==> config.mk <==
export PLATFORM = sky130hd
export DESIGN_NAME = instr_mem_loader
export DESIGN_NICKNAME = d
export VERILOG_FILES = /design/src/rtl/instr_mem_loader_pkg.sv /design/src/rtl/byte_word_assembler.sv /design/src/rtl/instr_mem_loader.sv
export SDC_FILE = /design/constraint.sdc
export NUM_CORES = 1
export LEC_CHECK = 0
export ABC_AREA = 1
export BUFFER_PORTS_ARGS = -buffer_cell sky130_fd_sc_hd__buf_2
export CAP_MARGIN = 20
export CORE_UTILIZATION = 55
export CTS_BUF_LIST = sky130_fd_sc_hd__clkbuf_16
export DETAILED_ROUTE_END_ITERATION = 16
export GPL_ROUTABILITY_DRIVEN = 0
export GPL_TIMING_DRIVEN = 1
export PLACE_DENSITY = 0.79
export SYNTH_ARGS = -nofsm -noshare
export SYNTH_HDL_FRONTEND = slang
export SYNTH_SLANG_ARGS = --single-unit
==> constraint.sdc <==
create_clock -name clk_i -period 1.9 [get_ports clk_i]
set_input_delay 0.095 -clock clk_i [delete_from_list [all_inputs] [get_ports clk_i]]
set_output_delay 0.095 -clock clk_i [all_outputs]
set_load 0.005 [all_outputs]
==> src/rtl/instr_mem_loader_pkg.sv <==
// Shared definitions for the instruction-memory loader.
// The default depth is also used where the instruction memory is declared.
package loader_pkg;

    localparam int DEPTH_WORDS_DEFAULT = 1024;
    localparam int CNT_W_DEFAULT       = 11;
    localparam int BYTES_PER_WORD      = 4;

    typedef enum logic [2:0] {
        IDLE,
        HDR,
        DATA,
        WRITE,
        DONE,
        ERR
    } loader_state_t;

endpackage

==> src/rtl/byte_word_assembler.sv <==
// Collects four little-endian bytes into a 32-bit word.
// The word output is valid combinationally in the cycle the fourth byte is accepted.
module byte_word_assembler
    import loader_pkg::*;
(
    input  logic        clk,
    input  logic        rst_n,
    input  logic        clear,
    input  logic        accept,
    input  logic [7:0]  byte_data,
    output logic [31:0] word,
    output logic        word_complete
);

    logic [1:0]  byte_cnt;
    logic [23:0] shreg;

    // Bytes shift in from the top, so the first byte ends up in the lowest lane.
    always_ff @(posedge clk or negedge rst_n) begin
        if (!rst_n) begin
            // NOTE: sequential state uses non-blocking assignments so every flop samples pre-edge values.
            byte_cnt <= '0;
            shreg    <= '0;
        end else if (clear) begin
            byte_cnt <= '0;
        end else if (accept) begin
            byte_cnt <= byte_cnt + 2'd1;
            shreg    <= {byte_data, shreg[23:8]};
        end
    end

    assign word          = {byte_data, shreg};
    assign word_complete = accept && (byte_cnt == 2'(BYTES_PER_WORD - 1));

endmodule

==> src/rtl/instr_mem_loader.sv <==
// Loads a word-count header plus program words from a byte stream into instruction memory,
// holding the core in reset until a load completes successfully.
module instr_mem_loader
    import loader_pkg::*;
#(
    parameter int DEPTH_WORDS = DEPTH_WORDS_DEFAULT,
    parameter int CNT_W       = CNT_W_DEFAULT
) (
    input  logic        clk_i,
    input  logic        rst_n_i,
    input  logic        start_i,
    input  logic        byte_valid_i,
    input  logic [7:0]  byte_data_i,
    output logic        byte_ready_o,
    output logic        we_o,
    output logic [31:0] waddr_o,
    output logic [31:0] wdata_o,
    output logic        core_rst_o,
    output logic        busy_o,
    output logic        done_o,
    output logic        err_o
);

    loader_state_t    state, state_next;
    logic [CNT_W-1:0] n_words, word_idx, idx_inc, hdr_count;
    logic [31:0]      word;
    logic             accept, word_complete, clear;
    logic             hdr_load, write_issue, idx_advance;
    logic             hdr_bad;

    assign byte_ready_o = (state == HDR) || (state == DATA);
    assign accept       = byte_valid_i && byte_ready_o;
    assign busy_o       = (state == HDR) || (state == DATA) || (state == WRITE);
    assign done_o       = (state == DONE);
    assign err_o        = (state == ERR);
    // A restart from DONE puts the core back into reset in the cycle start_i is seen.
    assign core_rst_o   = !((state == DONE) && !start_i);

    assign hdr_count = word[CNT_W-1:0];
    assign hdr_bad   = (|word[31:CNT_W]) || (hdr_count > CNT_W'(DEPTH_WORDS));
    assign idx_inc   = word_idx + 1'b1;

    byte_word_assembler u_asm (
        .clk           (clk_i),
        .rst_n         (rst_n_i),
        .clear         (clear),
        .accept        (accept),
        .byte_data     (byte_data_i),
        .word          (word),
        .word_complete (word_complete)
    );

    always_ff @(posedge clk_i or negedge rst_n_i) begin
        if (!rst_n_i) state <= IDLE;
        else          state <= state_next;
    end

    always_comb begin
        // NOTE: every combinational output gets a default first so no path can infer a latch.
        state_next  = state;
        clear       = 1'b0;
        hdr_load    = 1'b0;
        write_issue = 1'b0;
        idx_advance = 1'b0;
        case (state)
            IDLE, DONE, ERR: begin
                if (start_i) begin
                    state_next = HDR;
                    clear      = 1'b1;
                end
            end
            HDR: begin
                if (word_complete) begin
                    hdr_load = 1'b1;
                    if (hdr_bad)               state_next = ERR;
                    else if (hdr_count == '0)  state_next = DONE;
                    else                       state_next = DATA;
                end
            end
            DATA: begin
                if (word_complete) begin
                    write_issue = 1'b1;
                    state_next  = WRITE;
                end
            end
            WRITE: begin
                idx_advance = 1'b1;
                state_next  = (idx_inc == n_words) ? DONE : DATA;
            end
            default: state_next = IDLE;
        endcase
    end

    // The write port is registered; we_o is high exactly during the WRITE state.
    always_ff @(posedge clk_i or negedge rst_n_i) begin
        if (!rst_n_i) begin
            n_words  <= '0;
            word_idx <= '0;
            we_o     <= 1'b0;
            waddr_o  <= '0;
            wdata_o  <= '0;
        end else begin
            we_o <= write_issue;
            if (clear) begin
                n_words  <= '0;
                word_idx <= '0;
            end else begin
                if (hdr_load)    n_words  <= hdr_count;
                if (idx_advance) word_idx <= idx_inc;
            end
            if (write_issue) begin
                waddr_o <= {{(30 - CNT_W){1'b0}}, word_idx, 2'b00};
                wdata_o <= word;
            end
        end
    end

endmodule

==> results.md <==
* Final hold slack at 0.0157 ns
* TritonCTS buffer count at 9
* CTS clk-pin slew, worst paths at around 0.070 ns
* Mux contribution to synthesized area at 0
* Main synth FF type: dfrtp_1
* Die width at 91.3 um
* Layout area overhead at 16.8%
* Fmax at between 500 and 600 MHz
* # IOs at between 80 and 90
* Sequential-to-total area share from yosys stat at 0.543
* XOR/XNOR Fraction of Synth Area at 0.00200
* H-tree levels at 3
* Main combinational cell family by area after synthesis: simple AND/OR/NAND/NOR gates
* Status: finished clean
* VDD IR max at 0.000657 V
* Number of enable flip-flop cells after synthesis at 0
* Worst setup margin at ~0.14 ns
* Count of input and output buffers at 60
* First-pass GRT wire length at around 16 mm
* Setup CP Type: reg -> reg
* HP Class: in -> reg
* Total GRT Usage at 0.251
* DP HPWL at 6.93 mm
* Compound-Gate Fraction of Synth Area at 0.120
* # nets final at approximately 600
* Post-synthesis adder-cell area fraction at 0.00571
* Fin crit period at 1.76 ns
* Vias in the first global route at between 3,000 and 4,000
* Pwr dens at 1080 nW/um2
* DR WL/cell at 14.1 um
* Synth cell types at 26
* Initial antenna violation count at 0
* Largest net degree at the start of global routing at 52
* Static leakage at 2.60 nW
* Final setup viols at 0
* # rows at 32
* CTS root buf: clkbuf_16
* Clock latency at the later pin of the worst-skew pair at 0.34 ns
* Initial DRT Pass Iterations at 7
* Vias at 3,681
* Diode count at 0
* Share of cells above drive strength 1 at 0.193
* Wirelength, routed at 9.81 mm
* Cells after Synth at 519
* Final period util at 0.926
* Initial DRC Count at 301
* Crit end category: flip-flop
* Clock Sinks at 95
* Simple-gate share of the synthesized area at 0.215
* Die Ht at 91.3 um
* Final Hold Viols at 0
* Core area at 7730 um2
* Antenna viol nets, final at 0
* Clk buf depth at 2
* WP data arrival at around 2.0 ns
* Mean Syn Cell Area at 8.44 um2
* Drc violations at 0
* Async set-or-reset flop fraction in the synthesized netlist at 1.00
* CTS tree: built
* Seq cells post-synth at 95
* Number of vias per cell at 5.30
* YS warnings at 0
* Max cap viols at 0
* Worst-path fanout max at 6
* Max-slew violations at 0
* RSZ-0062 raised after global routing: yes
* Post-Synthesis Cell Area at about 4400 um2
* Pre-CTS setup slack at -0.0399 ns
* Full die area at 8330 um2
* Clk_skew at 0.00783 ns
* CP Launch Type: flip-flop
* CP required at 2.13 ns
* Initial core utilization at 0.567
* Remaining Overflow, GRT at 0
[sequential cells by signal, summed over array words and instances (netlist names)]
name	count
u_asm.shreg	24
u_asm.byte_cnt	2
wdata_o	32
we_o	1
word_idx	11
state	3
n_words	11
waddr_o	11
[cell usage in the layout (no fill, tap or decap), types with 2 or more instances in the layout]
cell,n
o21ai_2,4
nand2_2,3
inv_2,6
nand2_1,138
nand2_4,2
buf_4,11
o22ai_1,14
o21ai_0,36
nand4_1,7
nand3_1,32
dfrtp_1,94
buf_6,2
o21ai_1,43
and2_1,2
nor3_1,2
conb_1,21
nor2_4,3
clkbuf_16,9
clkinv_1,2
bufinv_16,2
buf_2,59
inv_1,60
nor2_2,5
nor2_1,23
[power breakdown]
part | internal, mW | leakage [nW] | total [mW] | switching (mW)
Combinational | 0.341 | 1.16 | 1.11 | 0.767
Sequential | 2.28 | 1.29 | 2.49 | 0.215
Clock | 1.14 | 0.152 | 1.91 | 0.768
[worst max-delay path, cell delays in order, from the launching register on]
cell     delay [ns]
dfrtp_1        0.49
inv_1          0.20
nor3_2         0.24
nand2_1        0.08
nand2_1        0.07
nand2_1        0.08
nand2_1        0.09
and2_1         0.14
nand3_1        0.08
nand2_1        0.06
nand2_1        0.04
nand2_1        0.05
nand2_1        0.04
[cell usage after synthesis (7+ instances only)]
cell type  count  area share
buf_4         21       0.036
dfrtp_1       95        0.54
nand4_1        7       0.010
o21ai_1       42       0.048
clkbuf_1       7      0.0060
nand2_1      139        0.12
nor2_1        28       0.024
inv_1         60       0.051
o22ai_1       14       0.020
o21ai_0       37       0.042
nand3_1       33       0.038
[layer usage]
layer | vias to the layer above | track usage | routed length [um]
li1 | 1758 | - | -
met1 | 1749 | 0.341 | 4390
met2 | 144 | 0.402 | 4680
met3 | 30 | 0.0343 | 464
met4 | 0 | 0.116 | 264
met5 | - | 0 | 0
[cell families after synthesis]
family | after synthesis
buf+inv | 102
xor+xnor | 1
flops | 95
compound gates | 98
simple gates | 220
fa+ha+maj | 2
other cells | 1
[final timing paths]
check                                    start              to  slack [ns]  cells past startpoint
worst max-delay path               word_idx[5]        state[1]        0.14                     12
worst min-delay path            byte_data_i[2]     wdata_o[26]        0.02                      3
worst max register to register     word_idx[5]        state[1]        0.14                     12
worst min register to register      waddr_o[8]      waddr_o[8]        0.48                      2
max in group asynchronous              rst_n_i     word_idx[2]        1.11                      3
min in group asynchronous              rst_n_i  u_asm.shreg[7]        0.19                      2
[cell type report]
type | instances | area (um2)
repair buffers | 74 | 430
inverters | 65 | 244
fillers | 637 | 2610
well taps | 102 | 128
flip-flops and latches | 95 | 2380
clock buffers | 9 | 225
multi-input cells | 342 | 1620
clock inverters | 7 | 87.6
[stage by stage]
step / cells / util / TNS, ns / instance area [um2] / power (mW)
floorplan: 539 / - / 0 / 4460 / 3.25
global placement: 676 / 0.613 / 0 / 4740 / 3.56
detailed placement: 676 / 0.613 / -0.0399 / 4740 / 3.60
CTS: 693 / 0.655 / 0 / 5060 / 5.51
global route: 694 / 0.662 / -0.0266 / 5120 / 5.79
finish: 694 / 0.662 / 0 / 5120 / 5.51
[repair_timing]
item,CTS,global route
pin swaps,0,4
setup buffers,0,1
endpoints found under the hold margin,57,0
hold buffers,1,0
setup endpoints to repair,1,6
resized for setup,1,15
(Power assumes the default switching activity.)
